==> src/rtl/seq_frame_pkg.sv <==
// Shared types and defaults for the 011XXX110 serial frame transmitter.
package seq_frame_pkg;

  typedef enum logic [1:0] {
    IDLE = 2'd0,
    SEND = 2'd1,
    GAP  = 2'd2
  } tx_state_e;

  localparam logic [2:0] SEQ_HEADER    = 3'b011;
  localparam logic [2:0] SEQ_TRAILER   = 3'b110;
  localparam int         SEQ_PAYLOAD_W = 3;

  function automatic int frame_len(input int hdr_w, input int payload_w);
    return 2 * hdr_w + payload_w;
  endfunction

endpackage

==> src/rtl/seq_piso.sv <==
// Parallel-load, serial-out shift register; bit_out is registered and
// falls back to IDLE_BIT whenever the register is neither loaded nor shifted.
module seq_piso
  #(parameter int   WIDTH    = 9,
    parameter logic IDLE_BIT = 1'b0)
  (
    input  logic             clk,
    input  logic             rst,
    input  logic             load,
    input  logic [WIDTH-1:0] load_data,
    input  logic             shift,
    output logic             bit_out
  );

  // The MSB goes straight to bit_out on load, so only WIDTH-1 bits are held.
  logic [WIDTH-2:0] shreg;

  always_ff @(posedge clk or posedge rst) begin
    if (rst) begin
      shreg   <= '0;
      bit_out <= IDLE_BIT;
    end else if (load) begin
      bit_out <= load_data[WIDTH-1];
      shreg   <= load_data[WIDTH-2:0];
    end else if (shift) begin
      bit_out <= shreg[WIDTH-2];
      shreg   <= shreg << 1;
    end else begin
      bit_out <= IDLE_BIT;
    end
  end

endmodule

==> src/rtl/seq_frame_tx.sv <==
// Serial frame transmitter: accepts a payload on valid/ready and emits
// HEADER, payload, TRAILER MSB-first, one bit per clock.
module seq_frame_tx
  import seq_frame_pkg::*;
  #(parameter int   PAYLOAD_W  = SEQ_PAYLOAD_W,
    parameter int   HDR_W      = 3,
    parameter       HEADER     = SEQ_HEADER,
    parameter       TRAILER    = SEQ_TRAILER,
    parameter int   GAP_CYCLES = 0,
    parameter logic IDLE_BIT   = 1'b0)
  (
    input  logic                 clk,
    input  logic                 rst,
    input  logic                 in_valid,
    output logic                 in_ready,
    input  logic [PAYLOAD_W-1:0] in_payload,
    output logic                 data_out,
    output logic                 frame_active,
    output logic                 frame_done
  );

  localparam int                FRAME_LEN = frame_len(HDR_W, PAYLOAD_W);
  localparam int                CNT_W     = $clog2(FRAME_LEN);
  localparam logic [CNT_W-1:0]  LAST_BIT  = CNT_W'(FRAME_LEN - 1);
  localparam bit                NO_GAP    = (GAP_CYCLES == 0);

  if ($bits(HEADER) != HDR_W || $bits(TRAILER) != HDR_W) begin : g_width_check
    $error("seq_frame_tx: HEADER and TRAILER must both be HDR_W bits wide");
  end

  tx_state_e             state;
  tx_state_e             state_n;
  logic [CNT_W-1:0]      bit_cnt;
  logic [CNT_W-1:0]      bit_cnt_n;
  logic                  last_bit;
  logic                  gap_last;
  logic                  accept;
  logic                  load;
  logic                  shift;
  logic                  frame_active_n;
  logic                  frame_done_n;
  logic [FRAME_LEN-1:0]  frame_word;

  assign frame_word = {HEADER, in_payload, TRAILER};
  assign last_bit   = (bit_cnt == LAST_BIT);

  // Ready only depends on registered state so in_valid never loops back into it.
  assign in_ready = !rst && ((state == IDLE) || (NO_GAP && (state == SEND) && last_bit));
  assign accept   = in_valid && in_ready;

  always_ff @(posedge clk or posedge rst) begin
    if (rst) begin
      state        <= IDLE;
      bit_cnt      <= '0;
      frame_active <= 1'b0;
      frame_done   <= 1'b0;
    end else begin
      state        <= state_n;
      bit_cnt      <= bit_cnt_n;
      frame_active <= frame_active_n;
      frame_done   <= frame_done_n;
    end
  end

  always_comb begin
    state_n   = state;
    bit_cnt_n = bit_cnt;
    case (state)
      IDLE: begin
        if (accept) begin
          state_n   = SEND;
          bit_cnt_n = '0;
        end
      end
      SEND: begin
        if (!last_bit) begin
          bit_cnt_n = bit_cnt + CNT_W'(1);
        end else if (accept) begin
          bit_cnt_n = '0;
        end else begin
          state_n   = NO_GAP ? IDLE : GAP;
          bit_cnt_n = '0;
        end
      end
      GAP: begin
        if (gap_last) begin
          state_n = IDLE;
        end
      end
      default: begin
        state_n   = IDLE;
        bit_cnt_n = '0;
      end
    endcase
  end

  // Flags are computed from the next state so they line up with data_out.
  always_comb begin
    load  = 1'b0;
    shift = 1'b0;
    case (state)
      IDLE:    load = accept;
      SEND: begin
        if (!last_bit) begin
          shift = 1'b1;
        end else begin
          load = accept;
        end
      end
      default: begin
        load  = 1'b0;
        shift = 1'b0;
      end
    endcase
    frame_active_n = (state_n == SEND);
    frame_done_n   = (state_n == SEND) && (bit_cnt_n == LAST_BIT);
  end

  if (GAP_CYCLES > 0) begin : g_gap
    localparam int               GAP_W    = $clog2(GAP_CYCLES + 1);
    localparam logic [GAP_W-1:0] GAP_LAST = GAP_W'(GAP_CYCLES - 1);
    logic [GAP_W-1:0] gap_cnt;

    always_ff @(posedge clk or posedge rst) begin
      if (rst) begin
        gap_cnt <= '0;
      end else if (state != GAP) begin
        gap_cnt <= '0;
      end else begin
        gap_cnt <= gap_cnt + GAP_W'(1);
      end
    end

    assign gap_last = (gap_cnt == GAP_LAST);
  end else begin : g_no_gap
    assign gap_last = 1'b1;
  end

  seq_piso #(
    .WIDTH    (FRAME_LEN),
    .IDLE_BIT (IDLE_BIT)
  ) u_piso (
    .clk       (clk),
    .rst       (rst),
    .load      (load),
    .load_data (frame_word),
    .shift     (shift),
    .bit_out   (data_out)
  );

endmodule

==> config.mk <==
export PLATFORM = sky130hd
export DESIGN_NAME = seq_frame_tx
export DESIGN_NICKNAME = d
export VERILOG_FILES = /design/src/rtl/seq_frame_pkg.sv /design/src/rtl/seq_piso.sv /design/src/rtl/seq_frame_tx.sv
export SDC_FILE = /design/constraint.sdc
export NUM_CORES = 1
export LEC_CHECK = 0
export BUFFER_PORTS_ARGS = -buffer_cell sky130_fd_sc_hd__buf_2
export CAP_MARGIN = 20
export CELL_PAD_IN_SITES_DETAIL_PLACEMENT = 2
export CELL_PAD_IN_SITES_GLOBAL_PLACEMENT = 2
export CORE_MARGIN = 4
export CORE_UTILIZATION = 34
export DETAILED_ROUTE_END_ITERATION = 7
export GPL_TIMING_DRIVEN = 0
export PLACE_DENSITY_LB_ADDON = 0.1
export SETUP_SLACK_MARGIN = 0.15
export SYNTH_ARGS = -nofsm -noshare
export SYNTH_HDL_FRONTEND = slang
export SYNTH_SLANG_ARGS = --single-unit
==> constraint.sdc <==
create_clock -name clk -period 1.79 [get_ports clk]
set_clock_uncertainty 0.2 [all_clocks]
set_input_delay 0 -clock clk [delete_from_list [all_inputs] [get_ports clk]]
set_output_delay 0 -clock clk [all_outputs]
set_load 0.01 [all_outputs]
; ---- Yosys cells after proc, flatten, opt, wreduce, memory -nomap -nowiden
; Index checks and enable logic that the tools add are counted.
; W data, S select, Z words.
[totals]
register_bits = 17
latchBits = 0
ramBits = 0
romBits = 0
out_inout_bits = 4
elab_cells = 35
n_memories = 0
[op_classes]
add_sub_neg = 1
n_mul = 0
n_div = 0
order_cmp = 0
n_eq_ne = 5
n_shift = 0
n_mux = 15
bitwise_logic = 0
reduce_logical = 8
[op_table]
columns = operator, n
row1 = $mux W8, 2
row2 = $pmux W4 S3, 1
row3 = $eq A4 B4 Y1 const B, 2
row4 = $mux W4, 2
row5 = $mux W2, 3
row6 = $mux W1, 5
row7 = $add A4 B1 Y4 const B, 1
row8 = $eq A2 B1 Y1 const B, 2
row9 = $logic_and A1 B1 Y1, 4
row10 = $pmux W2 S2, 1
row11 = $eq A2 B2 Y1 const B, 1
row12 = $logic_not A2 Y1, 1
row13 = $pmux W1 S2, 1
row14 = $reduce_bool A2 Y1, 1
row15 = $logic_not A1 Y1, 1
row16 = $logic_or A1 B1 Y1, 1

; ---- Depth between registers and ports, before layout
[depth]
word_depth = 10
depth_mapped = 7
depth_no_buf = 6

; ---- Modules after synthesis
; From an unflattened synthesis, not the netlist that was laid out.
[unflattened]
cells_unflattened = 80
hier_area_um2 = 862.1
[modules_own_cells]
columns = mod, instances, cells_each, area_each_um2, seq_area_each_um2
row1 = seq_frame_tx, 1, 40, 440.4, 200.2
row2 = seq_piso, 1, 40, 421.7, 225.2

; ---- Worst setup path after synthesis
; Ideal clock, no wire load.
[synth_timing]
kind = flip-flop to flip-flop
from = reg bit_cnt[0]
to = reg u_piso.shreg[4]
t_arrival_ps = 1245
setup_slack_ps = 220
path_stages_with_launch = 8
period_less_slack_ps = 1570
cell_sequence = dfrtp_1 inv_1 ha_1 nand3b_4 and2_4 buf_6 mux2i_1 o21ai_1
[synth_via]
elab_chain_len = 8
word_cells_on_any_way = 11
cone_classes = 1 x eq/ne / 5 x mux / 5 x reduce/logical
[synth_rtl]
columns = item, line_no
row1 = start: declaration, seq_frame_tx.sv:33  ; logic [CNT_W-1:0] bit_cnt;
row2 = start signal: assignment, seq_frame_tx.sv:59  ; bit_cnt <= bit_cnt_n;
row3 = $eq A4 B4 Y1 *, seq_frame_tx.sv:45  ; assign last_bit = (bit_cnt == LAST_BIT);
row4 = $logic_and A1 B1 Y1, seq_frame_tx.sv:48  ; assign in_ready = !rst && ((state == IDLE) || (NO_GAP && (state == SEND) && last_bit));
row5 = $logic_or A1 B1 Y1, seq_frame_tx.sv:48
row6 = $logic_and A1 B1 Y1, seq_frame_tx.sv:48
row7 = $logic_and A1 B1 Y1, seq_frame_tx.sv:49  ; assign accept = in_valid && in_ready;
row8 = $mux W1, seq_frame_tx.sv:104  ; if (!last_bit) begin
row9 = $pmux W1 S2, seq_frame_tx.sv:101  ; case (state)
row10 = $mux W8 or $reduce_bool A2 Y1 (tied branches), -
row11 = end signal: assignment, seq_piso.sv:24  ; shreg <= load_data[WIDTH-2:0];
row12 = end signal: assignment, seq_piso.sv:27  ; shreg <= shreg << 1;
row13 = end: declaration, seq_piso.sv:16  ; logic [WIDTH-2:0] shreg;
; Every way passes the cells marked *; elsewhere a longest branch is shown, timed or not.
; A chain may end at the register's enable or synchronous reset.

; ---- Final worst setup path
[layout_timing]
from = reg state[1]
to = reg u_piso.shreg[4]
[layout_via]
elab_chain_len = 8
word_cells_on_any_way = 11
cone_classes = 1 x eq/ne / 4 x mux / 6 x reduce/logical
[layout_rtl]
columns = item, line_no
row1 = start: declaration, seq_frame_tx.sv:31  ; tx_state_e state;
row2 = start signal: assignment, seq_frame_tx.sv:58  ; state <= state_n;
row3 = $eq A2 B1 Y1, "seq_frame_tx.sv:48, seq_frame_tx.sv:101"
row4 = $logic_and A1 B1 Y1, seq_frame_tx.sv:48
row5 = $logic_or A1 B1 Y1, seq_frame_tx.sv:48
row6 = $logic_and A1 B1 Y1, seq_frame_tx.sv:48
row7 = $logic_and A1 B1 Y1, seq_frame_tx.sv:49
row8 = $mux W1, seq_frame_tx.sv:104
row9 = $pmux W1 S2, seq_frame_tx.sv:101
row10 = $mux W8 or $reduce_bool A2 Y1 (tied branches), -
; Several ways; a longest one is shown, not always the timed one.

==> run_results.csv <==
group,metric,value,unit
sta,fin_setup_tns,0,ns
logic_synthesis,postSynthAreaPerCell,10.3,um2
sta,drv_slew,0,
setup_path,critPathRequiredTime,1.78,ns
placed_design,io_buffers,9,
floorplanning,core_area,2060,um2
clocking,cts_buffer_depth,2,
logic_synthesis,synth_nets,83,
grt,grt_pass1_wl,3560,um
clocking,clk_latency,0.29,ns
setup_path,worstPathMaxFanout,7,
setup_path,startpoint_type,"flop",
sta,worst_slew_pin_slew,0.616,ns
worst_hold_path,hp-class,"primary input to asynchronous set/reset pin",
detailed_routing,via_count,633,
floorplanning,rows,16,
detailed_routing,wl_per_cell,17.3,um
setup_path,path_class,"flop to flop",
floorplanning,floorplan.initialDensity,37.4,%
cells_and_area,syn2layout_area_growth,33.9,%
power,cellLeakagePower,0.500,nW
logic_synthesis,yosysMostFrequentCell,"nand2_1",
logic_synthesis,synth_ff_type,"dfrtp_1",
setup_path,cp.arrival,1.59,ns
sta,fmax,0.624,GHz
setup_path,ff2ff_path_depth,5,
cells_and_area,fin_nets,109,
grt,grt_pass1_vias,763,
logic_synthesis,synthTopCellsByCount,"nand2_1 (17), dfrtp_1 (16), inv_1 (5)",
setup_path,critical-path-top-delay-family,"simple AND/OR/NAND/NOR gates",
sta,slew_headroom,58.9,%
logic_synthesis,syn_inst,75,
setup_path,cpPeakStageDelay,0.43,ns
sta,rsz0062_at_grt,"yes",
logic_synthesis,yosys.cell_types.count,31,
logic_synthesis,yosysSeqAreaShare,51.9,%
setup_path,crit-reg2reg-launch,"state[1]",
detailed_routing,detail-route-antenna-nets,0,
grt,grt_overflow,0,
logic_synthesis,ys_ff_latch,16,
clocking,cts_root_buf,"clkbuf_4",
setup_path,crit_buf_inv,1,
placed_design,hpwlAfterDp,1300,um
logic_synthesis,synth-edff-count,0,
logic_synthesis,synthesis.area,772,um2
floorplanning,io_pins,10,
clocking,cts_tree,"done",
logic_synthesis,synth_area_leaders,"dfrtp_1 (52%), nand2_1 (8.3%), mux2i_1 (3.9%)",
power,power.density,902,nW/um2
placed_design,dp_cells,111,
clocking,clkTransAtPathRegs,0.10,ns
floorplanning,fp.dieH,55.7,um
detailed_routing,drcViolationCount,0,
clocking,clock-sinks,16,
logic_synthesis,netlist.area_leader.share,51.9,%
setup_path,reg2reg_slack,0.19,ns
floorplanning,dieArea,3100,um2
floorplanning,die_x,55.7,um
grt,antenna_found_initial,0,
setup_path,crit_slowest_cell,"dfrtp_1",
setup_path,rr_endpoint,"u_piso.shreg[4]",
setup_path,cp-end-kind,"flop",
placed_design,place.gp.congestion,0.700,
detailed_routing,firstDrtPassIters,4,
detailed_routing,drtIter0Drc,2,
grt,grt_use_total,14.8,%
cells_and_area,fin_cells,127,
setup_path,path_cells,"and2b_4 -> and2_4 -> buf_6 -> mux2i_1 -> o21ai_1",
detailed_routing,viasPerCell,4.98,
cells_and_area,antenna_cells,0,
logic_synthesis,synthArstFlopShare,100,%
detailed_routing,wl,2190,um
clocking,cts_made_buffers,3,
clocking,cts_max_level,1,
sta,min_period_over_period,89.5,%
sta,hold_viol_final,0,
setup_path,crit_start,"state[1]",
logic_synthesis,synth_top_area_cell,"dfrtp_1",
grt,grt_max_degree,17,
sta,setup_viol,0,
cells_and_area,n_fill_cell,222,
logic_synthesis,yosys_warnings,0,
power,max-vdd-ir-drop,0.445,mV
outcome,status,"completed",
cells_and_area,drive_gt1_share,36.0,%
run,drv_cap,0,
sta,period_minus_slack,1.60,ns
==> worst reg2reg max path, cell delays in order (launching register included) <==
cell and delay (ns):
dfrtp_1 0.43, and2b_4 0.32, and2_4 0.16, buf_6 0.12, mux2i_1 0.19, o21ai_1 0.07
==> power breakdown <==
group,internal [mW],switching [mW],total (mW)
Combinational,0.107,0.115,0.221
Sequential,0.421,0.0378,0.459
Clock,0.124,0.128,0.252
==> flip-flops by register name, summed over array words and instances, names as in the netlist <==
signal          flops
frame_done          1
u_piso.shreg        7
frame_active        1
bit_cnt             4
state               2
u_piso.bit_out      1
==> metrics by stage <==
step	cell area [um2]	setup slack (ns)	utilization [%]	total power, mW	hold slack, ns
after floorplan	772	0.220	-	0.575	-0.286
after global placement	851	0.0867	41.3	0.615	-0.0595
after detailed placement	851	0.0546	41.3	0.624	-0.0470
after CTS	992	0.157	48.1	0.915	0.167
after global routing	1030	0.104	50.1	0.994	0.217
final	1030	0.187	50.1	0.932	0.157
==> cell usage in the layout, fill, tap and decap left out, drive strengths merged, types with 2 or more instances in the layout <==
cell	n
dlygate4sd3	5
o21ai	3
dfrtp	16
nor2	2
buf	18
nand3	3
inv	5
nand2	18
ha	2
a21oi	3
clkbuf	4
mux2i	3
==> worst max path at each step <==
| stage | to | depth (start not counted) |
|---|---|---|
| 6_report | u_piso.shreg[4] | 5 |
| 5_1_grt | u_piso.shreg[4] | 5 |
| 4_1_cts | in_ready | 5 |
| 3_5_place_dp | u_piso.shreg[4] | 7 |
| 3_3_place_gp | u_piso.shreg[4] | 7 |
| 2_1_floorplan | u_piso.shreg[4] | 7 |
==> per-layer routing <==
metal	share of wire (%)	up-vias	global-route usage, %
met5	0	-	0
met4	1.3	0	6.25
met3	3.3	4	2.55
met2	54	13	26.2
met1	42	312	17.5
li1	-	304	-
==> cells by family (layout without fill, tap and decap cells) <==
family,Yosys count,count (layout),synth area share (%)
flip-flops,16,16,51.9
adder cells (fa/ha/maj),2,2,3.24
XOR/XNOR,1,1,1.13
multiplexers,3,3,3.89
buffers and inverters,7,32,5.35
AND/OR/NAND/NOR,32,32,22.7
other,1,1,0.486
AO/OA/AOI/OAI,13,13,11.3
==> final cells by class <==
cell class                      instances  area (um2)  area share, %
Buffer                                  2        22.5           2.18
Timing Repair Buffer                   21         148           14.3
Sequential cell                        16         400           38.7
Clock buffer                            4        36.3           3.51
Multi-Input combinational cell         52         374           36.2
Tap cell                               27        33.8           3.27
Inverter                                5        18.8           1.82
==> timing repair <==
item	CTS	global route
setup buffers	5	2
hold endpoints to repair	25	0
endpoints found under the setup margin	8	6
pin swaps	0	1
gates resized for setup	5	5
hold buffers	5	0
No activity file was read; power rests on OpenSTA's default activity.
